[src/rtl/pool2x2_ctrl.sv]
// Streaming 2x2/stride-2 signed int8 max-pool sequencer: buffers one even row, pools on each
// odd-row/odd-column pixel and emits one registered result per window with frame tracking.
module pool2x2_ctrl #(
   parameter int unsigned IMG_W = 24,
   parameter int unsigned IMG_H = 24
) (
   input  logic       clk,
   input  logic       rst_n,
   input  logic       clear,
   input  logic       in_valid,
   output logic       in_ready,
   input  logic [7:0] in_data,
   output logic       out_valid,
   input  logic       out_ready,
   output logic [7:0] out_data,
   output logic       out_last,
   output logic       frame_done,
   output logic       busy
);

   localparam int unsigned ColW = (IMG_W > 2) ? $clog2(IMG_W) : 1;
   localparam int unsigned RowW = (IMG_H > 2) ? $clog2(IMG_H) : 1;
   localparam logic [ColW-1:0] ColLast = ColW'(IMG_W - 1);
   localparam logic [RowW-1:0] RowLast = RowW'(IMG_H - 1);

   if ((IMG_W < 2) || ((IMG_W % 2) != 0)) begin : g_bad_img_w
      $error("pool2x2_ctrl: IMG_W must be even and >= 2");
   end
   if ((IMG_H < 2) || ((IMG_H % 2) != 0)) begin : g_bad_img_h
      $error("pool2x2_ctrl: IMG_H must be even and >= 2");
   end

   logic [ColW-1:0] col_q, col_d;
   logic [RowW-1:0] row_q, row_d;
   logic [7:0]      prev_q, prev_d;
   logic            out_valid_q, out_valid_d;
   logic [7:0]      out_data_q, out_data_d;
   logic            out_last_q, out_last_d;
   logic            frame_done_q, frame_done_d;
   logic [7:0]      linebuf_q [IMG_W];

   logic              accept, at_col_end, at_last, window;
   logic signed [7:0] win0, win1, win2, win3, max01, max23, pool_max;

   assign in_ready   = !clear && !(out_valid_q && !out_ready);
   assign accept     = in_valid && in_ready;
   assign at_col_end = (col_q == ColLast);
   assign at_last    = at_col_end && (row_q == RowLast);
   assign window     = accept && row_q[0] && col_q[0];

   // Window is only consumed when col is odd, so col-1 never underflows.
   assign win0     = linebuf_q[col_q - ColW'(1)];
   assign win1     = linebuf_q[col_q];
   assign win2     = prev_q;
   assign win3     = in_data;
   assign max01    = (win0 > win1) ? win0 : win1;
   assign max23    = (win2 > win3) ? win2 : win3;
   assign pool_max = (max01 > max23) ? max01 : max23;

   always_comb begin
      col_d        = col_q;
      row_d        = row_q;
      prev_d       = prev_q;
      out_valid_d  = out_valid_q;
      out_data_d   = out_data_q;
      out_last_d   = out_last_q;
      frame_done_d = 1'b0;
      if (clear) begin
         col_d       = '0;
         row_d       = '0;
         out_valid_d = 1'b0;
         out_data_d  = '0;
         out_last_d  = 1'b0;
      end else begin
         if (out_valid_q && out_ready) begin
            out_valid_d = 1'b0;
            out_data_d  = '0;
            out_last_d  = 1'b0;
         end
         if (accept) begin
            if (at_col_end) begin
               col_d = '0;
               row_d = at_last ? '0 : row_q + RowW'(1);
            end else begin
               col_d = col_q + ColW'(1);
            end
            if (row_q[0] && !col_q[0]) begin
               prev_d = in_data;
            end
            // A new window result overrides the handshake clear above.
            if (window) begin
               out_valid_d = 1'b1;
               out_data_d  = pool_max;
               out_last_d  = at_last;
            end
            frame_done_d = at_last;
         end
      end
   end

   always_ff @(posedge clk or negedge rst_n) begin
      if (!rst_n) begin
         col_q        <= '0;
         row_q        <= '0;
         prev_q       <= '0;
         out_valid_q  <= 1'b0;
         out_data_q   <= '0;
         out_last_q   <= 1'b0;
         frame_done_q <= 1'b0;
      end else begin
         col_q        <= col_d;
         row_q        <= row_d;
         prev_q       <= prev_d;
         out_valid_q  <= out_valid_d;
         out_data_q   <= out_data_d;
         out_last_q   <= out_last_d;
         frame_done_q <= frame_done_d;
      end
   end

   always_ff @(posedge clk) begin
      if (accept && !row_q[0]) begin
         linebuf_q[col_q] <= in_data;
      end
   end

   assign out_valid  = out_valid_q;
   assign out_data   = out_data_q;
   assign out_last   = out_last_q;
   assign frame_done = frame_done_q;
   assign busy       = (row_q != '0) || (col_q != '0) || out_valid_q;

endmodule
[config.mk]
export PLATFORM = sky130hd
export DESIGN_NAME = pool2x2_ctrl
export DESIGN_NICKNAME = d
export VERILOG_FILES = /design/src/rtl/pool2x2_ctrl.sv
export SDC_FILE = /design/constraint.sdc
export NUM_CORES = 1
export LEC_CHECK = 0
export CORE_MARGIN = 4
export CORE_UTILIZATION = 56
export DETAILED_ROUTE_END_ITERATION = 10
export PLACE_DENSITY_LB_ADDON = 0.25
export SYNTH_ARGS = -nofsm -noshare
export SYNTH_HDL_FRONTEND = slang
export SYNTH_SLANG_ARGS = --single-unit
[constraint.sdc]
create_clock -name clk -period 5.9 [get_ports clk]
set_clock_uncertainty 0.1 [all_clocks]
set_input_delay 1.77 -clock clk [delete_from_list [all_inputs] [get_ports clk]]
set_output_delay 1.77 -clock clk [all_outputs]
set_load 0.005 [all_outputs]
Word-level counts from Yosys, hierarchy flattened
Memory sizes are Yosys's and may differ from the RTL's.
Index checks and enable logic that the tools add are counted.
{"block": "totals", "mem_bits_rw": 192, "regBits": 29, "latchBits": 0, "rom_bits": 0, "elab_cells": 65, "output_inout_bits": 13, "memories": 1, "inputBits": 13}
{"name": "linebuf_q", "words": 24, "word_bits": 8, "rd": 2, "rd_clocked_by_memory_dff": 0, "wr": 1, "line_no": "40", "text": "logic [7:0] linebuf_q [IMG_W];"}
{"block": "op_classes", "shifts": 0, "n_eq_ne": 2, "n_reduce_logical": 22, "mux": 26, "add_sub_neg": 3, "n_div": 0, "magnitude_cmp": 3, "n_mul": 0, "n_bitwise": 1}
{"cell": "2-to-1 mux 8 bit", "count": 7}
{"cell": "2-to-1 mux 5 bit", "count": 7}
{"cell": "greater-than comparator 8 bit", "count": 3}
{"cell": "2-to-1 mux 1 bit", "count": 12}
{"cell": "adder 5 x 1 -> 5 bit, second input constant", "count": 2}
{"cell": "equality test 5 bit, second input constant", "count": 2}
{"cell": "nonzero test 5 bit", "count": 2}
{"cell": "logical AND 1 bit", "count": 9}
{"cell": "zero test 1 bit", "count": 5}
{"cell": "subtractor 5 x 1 -> 5 bit, second input constant", "count": 1}
{"cell": "nonzero test 2 bit", "count": 2}
{"cell": "AND reduction 3 bit", "count": 1}
{"cell": "logical OR 1 bit", "count": 2}
{"cell": "AND reduction 2 bit", "count": 1}
{"cell": "inverter 1 bit", "count": 1}

Longest topological paths before layout
Gate-level depths: netlist (run 1).
{"block": "depth", "word_depth": 10, "depth_mapped": 29, "depth_no_buf": 22}

Least setup slack after synthesis (run 1)
Ideal clock, no wire load.
{"block": "synth_path", "path_type": "register to register", "startpoint": "reg col_q[0]", "endpoint": "reg out_data_q[3] (netlist: out_data[3])", "arrival_time_ps": 6192, "path_buffers": 7, "path_slack_ps": -518, "setup_ps": 126, "synth_period_minus_slack_ps": 6418, "t_required_ps": 5674, "stages_incl_launch_ff": 28, "path_cell_list": "dfrtp_1 buf_6 buf_4 buf_4 buf_4 inv_1 ha_1 buf_1 buf_2 mux4_2 o21ai_0 a21oi_1 o41ai_1 inv_1 ha_1 nor2b_1 o21ai_0 a21oi_1 o21bai_1 clkbuf_1 mux2_2 ha_1 a21oi_1 a21oi_1 a2111oi_0 o22ai_1 and2_1 a221o_1"}
{"block": "synth_via", "elab_chain_len": 9, "word_cells_on_any_way": 10, "classes_between": "add/sub (1); order compare (2); mux (5); reduce/logical (1); memory (1)"}
{"element": "from (decl)", "line_no": "33", "text": "logic [ColW-1:0] col_q, col_d;"}
{"element": "from (signal assigned)", "line_no": "111", "text": "col_q <= col_d;"}
{"element": "subtractor 5 x 1 -> 5 bit", "line_no": "52", "text": "assign win0 = linebuf_q[col_q - ColW'(1)];"}
{"element": "memory read (24 x 8 bit)"}
{"element": "greater-than comparator 8 bit", "line_no": "56", "text": "assign max01 = (win0 > win1) ? win0 : win1;"}
{"element": "2-to-1 mux 8 bit", "line_no": "56"}
{"element": "greater-than comparator 8 bit", "line_no": "58", "text": "assign pool_max = (max01 > max23) ? max01 : max23;"}
{"element": "2-to-1 mux 8 bit", "line_no": "58"}
{"element": "2-to-1 mux 8 bit (*)", "line_no": "91", "text": "if (window) begin"}
{"element": "2-to-1 mux 8 bit (*)", "line_no": "80", "text": "if (accept) begin"}
{"element": "2-to-1 mux 8 bit (*)", "line_no": "68", "text": "if (clear) begin"}
{"element": "named net out_data_d[3]", "line_no": "37", "text": "logic [7:0] out_data_q, out_data_d;"}
{"element": "to (signal assigned)", "line_no": "115", "text": "out_data_q <= out_data_d;"}
{"element": "to (decl)", "line_no": "37"}
The timed path passes the listed nets; every way through them passes the cells marked *.
A chain may end at the register's enable or synchronous reset.

Worst setup path after layout (run 1)
{"block": "layout_path", "startpoint": "reg col_q[2]", "endpoint": "reg out_data_q[0] (netlist: out_data[0])"}
{"block": "layout_via", "elab_chain_len": 9}
{"element": "subtractor 5 x 1 -> 5 bit", "line_no": "52"}
{"element": "memory read (24 x 8 bit) (*)"}
{"element": "greater-than comparator 8 bit", "line_no": "56"}
{"element": "2-to-1 mux 8 bit (*)", "line_no": "56"}
{"element": "greater-than comparator 8 bit", "line_no": "58"}
{"element": "2-to-1 mux 8 bit (*)", "line_no": "58"}
{"element": "2-to-1 mux 8 bit (*)", "line_no": "91"}
{"element": "2-to-1 mux 8 bit (*)", "line_no": "80"}
{"element": "2-to-1 mux 8 bit (*)", "line_no": "68"}
{"element": "named net out_data_d[0]", "line_no": "37"}
Marks and branches as above.

==> results of run 1 <==
[worst reg2reg max path: stages (launching register included)]
cell and delay (ns):
dfrtp_1 0.57, buf_4 0.28, buf_4 0.17, nand2b_1 0.24, a211oi_2 0.33, o32ai_1 0.14, nor4_2 0.48, buf_4 0.20
ha_1 0.24, and4_1 0.20, a22oi_1 0.19, nand3_1 0.10, o21bai_1 0.20, buf_4 0.19, mux2_2 0.40, ha_4 0.23
a21oi_1 0.15, a21oi_1 0.10, a2111oi_2 0.33, o22ai_1 0.17, buf_4 0.19, nand2b_1 0.19, o221ai_1 0.22
[metrics by stage]
step                      utilization  cell area, sq um  hold WS, ns  power [mW]
after global placement          0.614             12400        0.388        2.48
after global routing            0.668             13500        0.419        4.23
final                           0.668             13500        0.409        4.08
after detailed placement        0.614             12400        0.391        2.49
after floorplan                     -             11500        0.380        2.18
after CTS                       0.655             13200        0.404        4.01
[logic make-up (layout without fill, tap and decap cells)]
logic type | after synthesis | in the layout | share of synthesized area
AO/OA/AOI/OAI | 114 | 114 | 0.0682
XOR/XNOR | 5 | 5 | 0.00513
adder cells (fa/ha/maj) | 30 | 30 | 0.0327
buffers and inverters | 68 | 181 | 0.0317
flip-flops | 221 | 221 | 0.566
multiplexers | 127 | 127 | 0.213
AND/OR/NAND/NOR | 198 | 198 | 0.0827
[synth_stat cells, types with 3 or more instances]
master,count,area share
o22ai_1,9,0.0049
a221o_1,3,0.0026
buf_2,10,0.0044
nor3b_1,4,0.0026
a211oi_1,5,0.0033
mux4_2,88,0.17
and2_1,5,0.0027
mux2_1,7,0.0069
ha_1,30,0.033
mux2i_1,18,0.016
buf_6,7,0.0069
mux4_1,3,0.0069
inv_1,27,0.0088
nand2b_1,5,0.0027
o211ai_1,4,0.0026
nor2b_1,14,0.0076
and3_1,12,0.0065
nor2_1,44,0.014
nor3_1,10,0.0044
clkbuf_1,11,0.0036
o21ai_0,20,0.0087
a21oi_1,24,0.010
nand2_1,71,0.023
buf_1,4,0.0013
nand3_1,17,0.0074
nand4_1,6,0.0033
dfrtp_1,29,0.063
edfxtp_1,192,0.50
mux2_2,11,0.011
buf_4,7,0.0046
o21ai_1,6,0.0026
a211o_1,4,0.0031
a31oi_1,7,0.0038
o32ai_1,4,0.0031
[sequential cells by signal, indices dropped and copies added (netlist names)]
register and count:
col_q 5, frame_done 1, linebuf_q 192, out_data 8
out_last 1, out_valid 1, prev_q 8, row_q 5
[timing repair]
item / 4_1_cts / 5_1_grt
endpoints found under the setup margin: 8 / 8
pin swaps: 0 / 8
hold buffers: 0 / 0
buffers inserted: 0 / 14
cloned: 0 / 2
resized for setup: 5 / 19
[final cells by class]
cell class / count / area, sq um / share of cell area
tap: 270 / 338 / 0.0251
timing repair buffer: 111 / 1000 / 0.0744
sequential: 221 / 6500 / 0.482
inverter: 28 / 105 / 0.00780
clock buffer: 28 / 594 / 0.0441
clock inverter: 14 / 200 / 0.0148
multi-input combinational: 474 / 4740 / 0.352
[worst min-delay path by stage]
stage	depth (start not counted)	to	slack, ns
6_report	2	out_last	0.41
5_1_grt	2	out_last	0.42
4_1_cts	2	out_last	0.40
3_5_place_dp	2	out_last	0.39
3_3_place_gp	2	out_last	0.39
2_1_floorplan	2	out_data[0]	0.38
[per-layer routing]
metal  share of wire  vias to the layer above  track usage  wire, um
met4           0.032                        0       0.0857      1020
met5               0                        -            0         0
li1                -                     3249            -         -
met3           0.095                       69       0.0509      3040
met1            0.38                     3855        0.397     12200
met2            0.49                      423        0.475     15600
[power groups by stage]
stage | registers, mW | logic [mW] | clock network, mW
6_report | 1.72 | 0.836 | 1.52
5_1_grt | 1.72 | 0.899 | 1.61
4_1_cts | 1.71 | 0.752 | 1.54
2_1_floorplan | 1.74 | 0.437 | 0
3_5_place_dp | 1.75 | 0.741 | 0
3_3_place_gp | 1.75 | 0.730 | 0
==> run summary, run 1 <==
Post-synth EDFFs: 192
Largest net degree at the start of global routing: 45
Via density: 6.63
Worst Hold Class: flip-flop to flip-flop
WP depth: 22
Distinct cells, synth: 67
Number of I/O port buffers: 25
Worst path max stage delay: 0.57 ns
Mapped Cells: 763
Worst Setup End Kind: flip-flop
Crit Path Max Fanout: 12
Reg-to-reg endpoint: out_data[0]
Internal power: 3.05 mW
Largest vdd supply drop: 287 uV
Drt first pass iters: 5
H-tree depth: 1
Status: finished, final reports clean
Most frequent cells in the layout: edfxtp_1, mux4_2, buf_4, nand2_1, nor2_1
Placed Cells: 1,088
Crit path top cell by count: buf_4
Leak: 4.74 nW
Crit Path Class: flip-flop to flip-flop
DRC: 0
Combinational power share: 0.205
Final worst path period share: 0.966
CTS Buf Count: 23
Clock Latency Late Sink: 0.53 ns
GRT Util Overall: 0.288
Clock Power Share: 0.374
Via count: 7,596
Worst setup SP type: flip-flop
Dpl hpwl: 22,400 um
Slowest-stage cell, CP: dfrtp_1
DRT iter0 DRCs: 880
Placer Congestion: 1.04
Most common cell after layout, fill and taps aside: edfxtp_1
Syn avg cell area: 15.0 sq um
Core area: 0.0202 sq mm
R2R Setup Slk: 0.20 ns
Avg WL per Cell: 27.8 um
Syn nets: 806
Global route total overflow: 0
Area grow syn2layout: 17.6%
Ys async rst share: 0.131
Seq/Total Area, Yosys: 0.566
Die height: 151 um
Final #Nets: 902
Sw power: 1.03 mW
Inserted Diodes: 0
Final hold viol count: 0
Min-Delay Startpoint: out_last
Worst reg-to-reg path cell count: 22
Slew Viols, Final: 0
Initial antenna violation count: 0
Pwr Density: 302 mW/mm^2
Initial core utilization: 0.568
Post-DRT Antenna Nets: 0
Fmax achieved: 175 MHz
Final setup TNS: 0 ns
Final setup fails: 0
Clock Root Buffer: clkbuf_16
Die area: 0.0228 sq mm
Synth warn: 0
Io pins: 26
Sequential Power Share: 0.421
Clock Path Buffers: 3
Family with the most delay on the worst path: compound AO/OA/AOI/OAI gates
Sw Ratio: 0.252
Vias in the first global route: 7,554
Reg-to-reg startpoint: col_q[2]
Worst-path clk slew: 0.06 ns
CP arrival: 6.02 ns
CTS sink count: 221
Ys flop type: edfxtp_1
Final wirelength: 31,900 um
Crit path buffers/inverters: 5
Final min period: 5.70 ns
Synthesized cell area: 0.0115 sq mm
Layout cell share with drive strength beyond 1: 0.283
Filler cells: 1,402
Setup crit end: out_data[0]
CTS tree: yes
Setup ws final: 0.202 ns
#FFs+latches synth: 221
Dpl ws: -0.227 ns
Die width: 151 um
CP Data Required Time: 6.22 ns
CP startpoint: col_q[2]
CP Cell Sequence: buf_4 -> buf_4 -> nand2b_1 -> a211oi_2 -> o32ai_1 -> nor4_2 -> buf_4 -> ha_1 -> and4_1 -> a22oi_1 -> nand3_1 -> o21bai_1 -> buf_4 -> mux2_2 -> ha_4 -> a21oi_1 -> a21oi_1 -> a2111oi_2 -> o22ai_1 -> buf_4 -> nand2b_1 -> o221ai_1
Slew @ Worst Pin: 0.986 ns
Row cnt: 52
Worst slew margin: 0.340
First-pass GRT wire length: 47,800 um
Final cell count without fillers: 1,146
Max Cap Viol: 0
Note: power is estimated with default switching activity, not from simulation.
==> run 2, diff against run 1 <==
--- a/config.mk
+++ b/config.mk
@@ -5,7 +5,7 @@
 export SDC_FILE = /design/constraint.sdc
 export NUM_CORES = 1
 export LEC_CHECK = 0
-export CORE_MARGIN = 4
+export CORE_MARGIN = 2
 export CORE_UTILIZATION = 56
 export DETAILED_ROUTE_END_ITERATION = 10
 export PLACE_DENSITY_LB_ADDON = 0.25
==> run 2 against run 1 <==
Effect of this change: cell count is 1.1% lower; largest cell class unchanged; via count is 0.49% lower; register-to-register slack better by 0.03 ns; critical endpoint is now out_data[6]; critical path type unchanged; flip-flop and latch count stayed put.
==> run summary, run 2 (synthesized netlist as in run 1, its figures left out) <==
Status: finished, final reports clean
Largest register FFs: 192
Avg WL per Cell: 28.0 um
Cell area after layout: 0.0134 sq mm
DRT iter0 DRCs: 957
Final hold viol count: 0
Placer Congestion: 0.960
Biggest register: linebuf_q
Via count: 7,559
Worst Hold Class: flip-flop to flip-flop
Dpl ws: -0.154 ns
CP Data Required Time: 6.21 ns
Most common cell after layout, fill and taps aside: edfxtp_1
Via density: 6.67
Inserted Diodes: 0
Die area: 0.0216 sq mm
Worst Setup End Kind: flip-flop
Initial core utilization: 0.568
Worst setup SP type: flip-flop
CTS Buf Count: 23
Die width: 147 um
CTS sink count: 221
Final #Nets: 889
Io pins: 26
Hold WS: 0.407 ns
Final wirelength: 31,700 um
Worst-path clk slew: 0.07 ns
Placed cell area: 0.0124 sq mm
Most frequent cells in the layout: edfxtp_1, mux4_2, nand2_1, buf_4, nor2_1
Final min period: 5.67 ns
Final cell count without fillers: 1,133
Pwr Density: 301 mW/mm^2
Reg-to-reg endpoint: out_data[6]
Area grow syn2layout: 16.6%
Final setup TNS: 0 ns
Fmax achieved: 176 MHz
Slew @ Worst Pin: 1.00 ns
Worst reg-to-reg path cell count: 24
Leak: 4.66 nW
Worst hold path cell count: 2
Min-Delay Startpoint: out_last
Clock Latency Late Sink: 0.53 ns
Largest vdd supply drop: 248 uV
Dpl hpwl: 22,200 um
Clock Path Buffers: 3
Filler cells: 1,419
CP startpoint: col_q[0]
Row cnt: 52
Drt first pass iters: 5
Core area: 0.0202 sq mm
Post-DRT Antenna Nets: 0
Die height: 147 um
H-tree depth: 1
Slew Viols, Final: 0
Setup ws final: 0.232 ns
R2R Setup Slk: 0.23 ns
Crit Path Class: flip-flop to flip-flop
GRT Util Overall: 0.299
DRC: 0
CTS tree: yes
Initial antenna violation count: 0
Layout cell share with drive strength beyond 1: 0.273
Hold EP: out_last
Cts hold-fix bufs: 0
First-pass GRT wire length: 47,700 um
CP arrival: 5.98 ns
Placed Cells: 1,088
Global route total overflow: 0
Worst slew margin: 0.331
Clock Root Buffer: clkbuf_16
Max Cap Viol: 0
Reg-to-reg startpoint: col_q[0]
Final worst path period share: 0.961
Final setup fails: 0
Vias in the first global route: 7,730
Number of I/O port buffers: 25
Crit Path Max Fanout: 16
Largest net degree at the start of global routing: 42
run 2: cell count changes in the layout (fill, tap and decap cells not counted), sizes merged:
cell | previous run | this run
buf | 84 | 72
clkbuf | 30 | 26
clkinv | 6 | 10
bufinv | 5 | 3
inv | 29 | 30
run 2: area by class of cell:
| class | instances | area, sq um | area share |
|---|---|---|---|
| inverter | 28 | 105 | 0.00786 |
| sequential | 221 | 6500 | 0.486 |
| timing repair buffer | 98 | 910 | 0.0680 |
| multi-input combinational | 474 | 4760 | 0.356 |
| clock inverter | 17 | 176 | 0.0132 |
| tap | 270 | 338 | 0.0253 |
| clock buffer | 25 | 583 | 0.0436 |
run 2: worst max-delay path: stages (launching register included):
cell and delay [ns]:
dfrtp_4 0.51, inv_1 0.13, ha_4 0.24, buf_12 0.16, mux4_2 0.34, nand2_1 0.10
nand2_1 0.06, a2111oi_2 0.47, buf_4 0.18, a31oi_1 0.07, ha_1 0.33, and4_1 0.20
a22oi_2 0.18, nand3_1 0.09, o21bai_1 0.20, buf_4 0.16, buf_4 0.16, nand2_1 0.10
o21a_1 0.15, ha_1 0.30, a21o_1 0.23, a2111oi_4 0.36, o22ai_2 0.13, and2_1 0.21
a221o_1 0.37
run 2: timing repair:
| item | 4_1_cts | 5_1_grt |
|---|---|---|
| pin swaps | 0 | 6 |
| resized for setup | 2 | 23 |
| cloned | 0 | 1 |
| setup buffers | 0 | 2 |
| setup endpoints to repair | 8 | 8 |
run 2: worst max path at each step:
stage / end / slack (ns) / cells past startpoint
2_1_floorplan: out_data[3] / 0.00002 / 26
3_3_place_gp: out_data[6] / -0.09 / 24
3_5_place_dp: out_data[6] / -0.15 / 24
4_1_cts: out_data[6] / 0.0002 / 24
5_1_grt: out_data[1] / -0.06 / 25
6_report: out_data[6] / 0.23 / 24
run 2: routing by layer:
layer / up-vias / wire (um) / global-route usage
met5: - / 0 / 0
met4: 0 / 1300 / 0.106
met3: 80 / 2970 / 0.0612
met2: 412 / 15200 / 0.480
met1: 3844 / 12300 / 0.413
li1: 3223 / - / -
run 2: report_power, final:
part / internal [mW] / leakage (nW) / switching, mW
Sequential: 1.71 / 2.12 / 0.00673
Combinational: 0.393 / 2.17 / 0.443
Clock: 0.852 / 0.368 / 0.617
Total: 2.95 / 4.66 / 1.07
run 2: metrics by stage:
step / power (mW) / util
after floorplan: 2.18 / -
after global placement: 2.47 / 0.615
after detailed placement: 2.48 / 0.615
after CTS: 3.94 / 0.653
after global routing: 4.15 / 0.663
final: 4.02 / 0.663
==> run 3, diff against run 2 <==
--- a/config.mk
+++ b/config.mk
@@ -8,6 +8,7 @@
 export CORE_MARGIN = 2
 export CORE_UTILIZATION = 56
 export DETAILED_ROUTE_END_ITERATION = 10
+export GPL_TIMING_DRIVEN = 0
 export PLACE_DENSITY_LB_ADDON = 0.25
 export SYNTH_ARGS = -nofsm -noshare
 export SYNTH_HDL_FRONTEND = slang
==> run 3 against run 2 <==
Effect of this change: count of clock-buffer cells in the layout increased by 5; die area unchanged; setup slack got worse by 0.28 ns; non-clock buffer count increased by 12; via count increased by 5.2%; critical path depth decreased by 1; combinational power increased by 14%; fmax decreased by 4.6%; cell count increased by 1.1%; critical endpoint is now out_data[1]; largest power group unchanged; the flow now finishes with violations (negative setup slack).
==> run summary, run 3 (synthesized netlist as in run 1, its figures left out) <==
GRT Util Overall: 0.314
Pwr Total: 4.19 mW
Worst Setup End Kind: flip-flop
CP Data Required Time: 6.23 ns
Worst path max stage delay: 0.42 ns
Avg WL per Cell: 29.8 um
Core area: 0.0202 sq mm
Reg-to-reg endpoint: out_data[1]
Final setup TNS: -0.0510 ns
Filler cells: 1,394
Final hold viol count: 0
Io pins: 26
Clock Path Buffers: 3
Initial core utilization: 0.568
Worst hold path cell count: 2
Via density: 6.94
Crit path buffers/inverters: 5
Failing checks: negative setup slack
Placed cell area: 0.0121 sq mm
Hold EP: out_data[4]
Slowest-stage cell, CP: a211oi_2
DRT iter0 DRCs: 1,147
CTS Buf Count: 25
Largest register FFs: 192
Row cnt: 52
Final cell count without fillers: 1,145
R2R Setup Slk: -0.04 ns
Leak: 4.79 nW
Max Cap Viol: 0
Vias in the first global route: 7,962
Final setup fails: 3
Initial antenna violation count: 0
Post-DRT Antenna Nets: 0
Die width: 147 um
Crit path top cell by count: buf_2
Global route total overflow: 0
CP Cell Sequence: buf_2 -> buf_2 -> buf_2 -> nor3_1 -> a22oi_1 -> o21ai_0 -> a211oi_2 -> ha_4 -> nor2b_1 -> o21ai_1 -> a21oi_1 -> o21bai_2 -> clkbuf_8 -> mux2i_4 -> ha_4 -> nor2b_1 -> o211ai_1 -> a21oi_2 -> a2111oi_4 -> o22ai_2 -> buf_4 -> nand2b_4 -> o211ai_1
Family with the most delay on the worst path: compound AO/OA/AOI/OAI gates
Die area: 0.0216 sq mm
Final wirelength: 34,100 um
CP arrival: 6.27 ns
Worst-path clk slew: 0.06 ns
Largest net degree at the start of global routing: 30
Crit Path Max Fanout: 10
Setup ws final: -0.0441 ns
Slew Viols, Final: 0
Pwr Density: 305 mW/mm^2
Largest vdd supply drop: 216 uV
Fmax achieved: 168 MHz
Final min period: 5.94 ns
Slew @ Worst Pin: 1.14 ns
Layout Utilization: 0.681
WP depth: 23
Worst reg-to-reg path cell count: 23
Worst Hold Class: flip-flop to flip-flop
Status: finished with violations
Inserted Diodes: 0
Drt first pass iters: 5
CTS sink count: 221
Dpl hpwl: 22,700 um
Most common cell after layout, fill and taps aside: edfxtp_1
Most frequent cells in the layout: edfxtp_1, mux4_2, nand2_1, buf_4, nor2_1
Reg-to-reg startpoint: col_q[2]
Area grow syn2layout: 19.8%
Placer Congestion: 0.980
Layout cell share with drive strength beyond 1: 0.311
Clock Latency Late Sink: 0.54 ns
Placed Cells: 1,059
Final #Nets: 903
Worst setup SP type: flip-flop
H-tree depth: 1
Final worst path period share: 1.01
Die height: 147 um
Min-Delay Startpoint: out_data[4]
Number of I/O port buffers: 25
Via count: 7,952
CTS tree: yes
Cell area after layout: 0.0137 sq mm
First-pass GRT wire length: 49,400 um
Biggest register: linebuf_q
Worst slew margin: 0.237
Clock Root Buffer: clkbuf_16
Crit Path Class: flip-flop to flip-flop
DRC: 0
[run 3: cell count changes in the layout (fill, tap and decap cells not counted), moves of 6 or more]
cell             delta
buf_6               +6
buf_2               +6
buf_12              +7
ha_4                +6
buf_4              -15
clkdlybuf4s50_1     -9
ha_1                -6
clkbuf_1           +10
[run 3: area by class of cell]
class                           instances  area (sq um)  share of cell area
Tap cell                              270           338              0.0246
Sequential cell                       221          6490               0.473
Clock inverter                         12           140              0.0102
Timing Repair Buffer                   71           602              0.0438
Multi-Input combinational cell        474          4980               0.363
Clock buffer                           30           644              0.0469
Buffer                                 39           425              0.0310
Inverter                               28           111             0.00811
[run 3: what timing repair did]
item                       CTS  global route
hold buffers                 0             0
setup endpoints to repair    8             8
pin swaps                   14            16
hold endpoints to repair     0             0
setup buffers               28            17
resized for setup           89            37
[run 3: per-layer routing]
metal / GRT usage / part of all wire / routed length (um) / vias to the layer above
met5: 0 / 0 / 0 / -
met4: 0.118 / 0.046 / 1580 / 0
met3: 0.0699 / 0.10 / 3550 / 108
met2: 0.518 / 0.48 / 16500 / 538
met1: 0.415 / 0.36 / 12400 / 4054
li1: - / - / - / 3252
[run 3: how the worst max path moves through the flow]
| stage | from | endpoint | slack, ns |
|---|---|---|---|
| after global routing | col_q[0] | out_data[1] | -0.10 |
| after floorplan | col_q[0] | out_data[3] | 0.00002 |
| after CTS | col_q[0] | out_data[6] | 0.009 |
| after global placement | col_q[1] | out_data[3] | -2.05 |
| after detailed placement | col_q[1] | out_data[3] | -2.34 |
| final | col_q[2] | out_data[1] | -0.04 |
[run 3: stage by stage]
stage	setup WS, ns	hold WS, ns
after floorplan	0.0000240	0.380
after global placement	-2.05	0.380
after detailed placement	-2.34	0.377
after CTS	0.00930	0.392
after global routing	-0.102	0.417
final	-0.0441	0.391
[run 3: worst register-to-register path: stages, from the launching register on]
cell	delay [ns]
dfrtp_1	0.35
buf_2	0.38
buf_2	0.40
buf_2	0.39
nor3_1	0.17
a22oi_1	0.41
o21ai_0	0.20
a211oi_2	0.42
ha_4	0.28
nor2b_1	0.12
o21ai_1	0.15
a21oi_1	0.11
o21bai_2	0.18
clkbuf_8	0.19
mux2i_4	0.28
ha_4	0.23
nor2b_1	0.12
o211ai_1	0.20
a21oi_2	0.10
a2111oi_4	0.33
o22ai_2	0.13
buf_4	0.16
nand2b_4	0.15
o211ai_1	0.28
[run 3: power breakdown]
| part | total [mW] | switching (mW) | internal, mW |
|---|---|---|---|
| Combinational | 0.956 | 0.498 | 0.458 |
| Sequential | 1.71 | 0.00530 | 1.71 |
| Clock | 1.52 | 0.616 | 0.904 |
| Total | 4.19 | 1.12 | 3.07 |
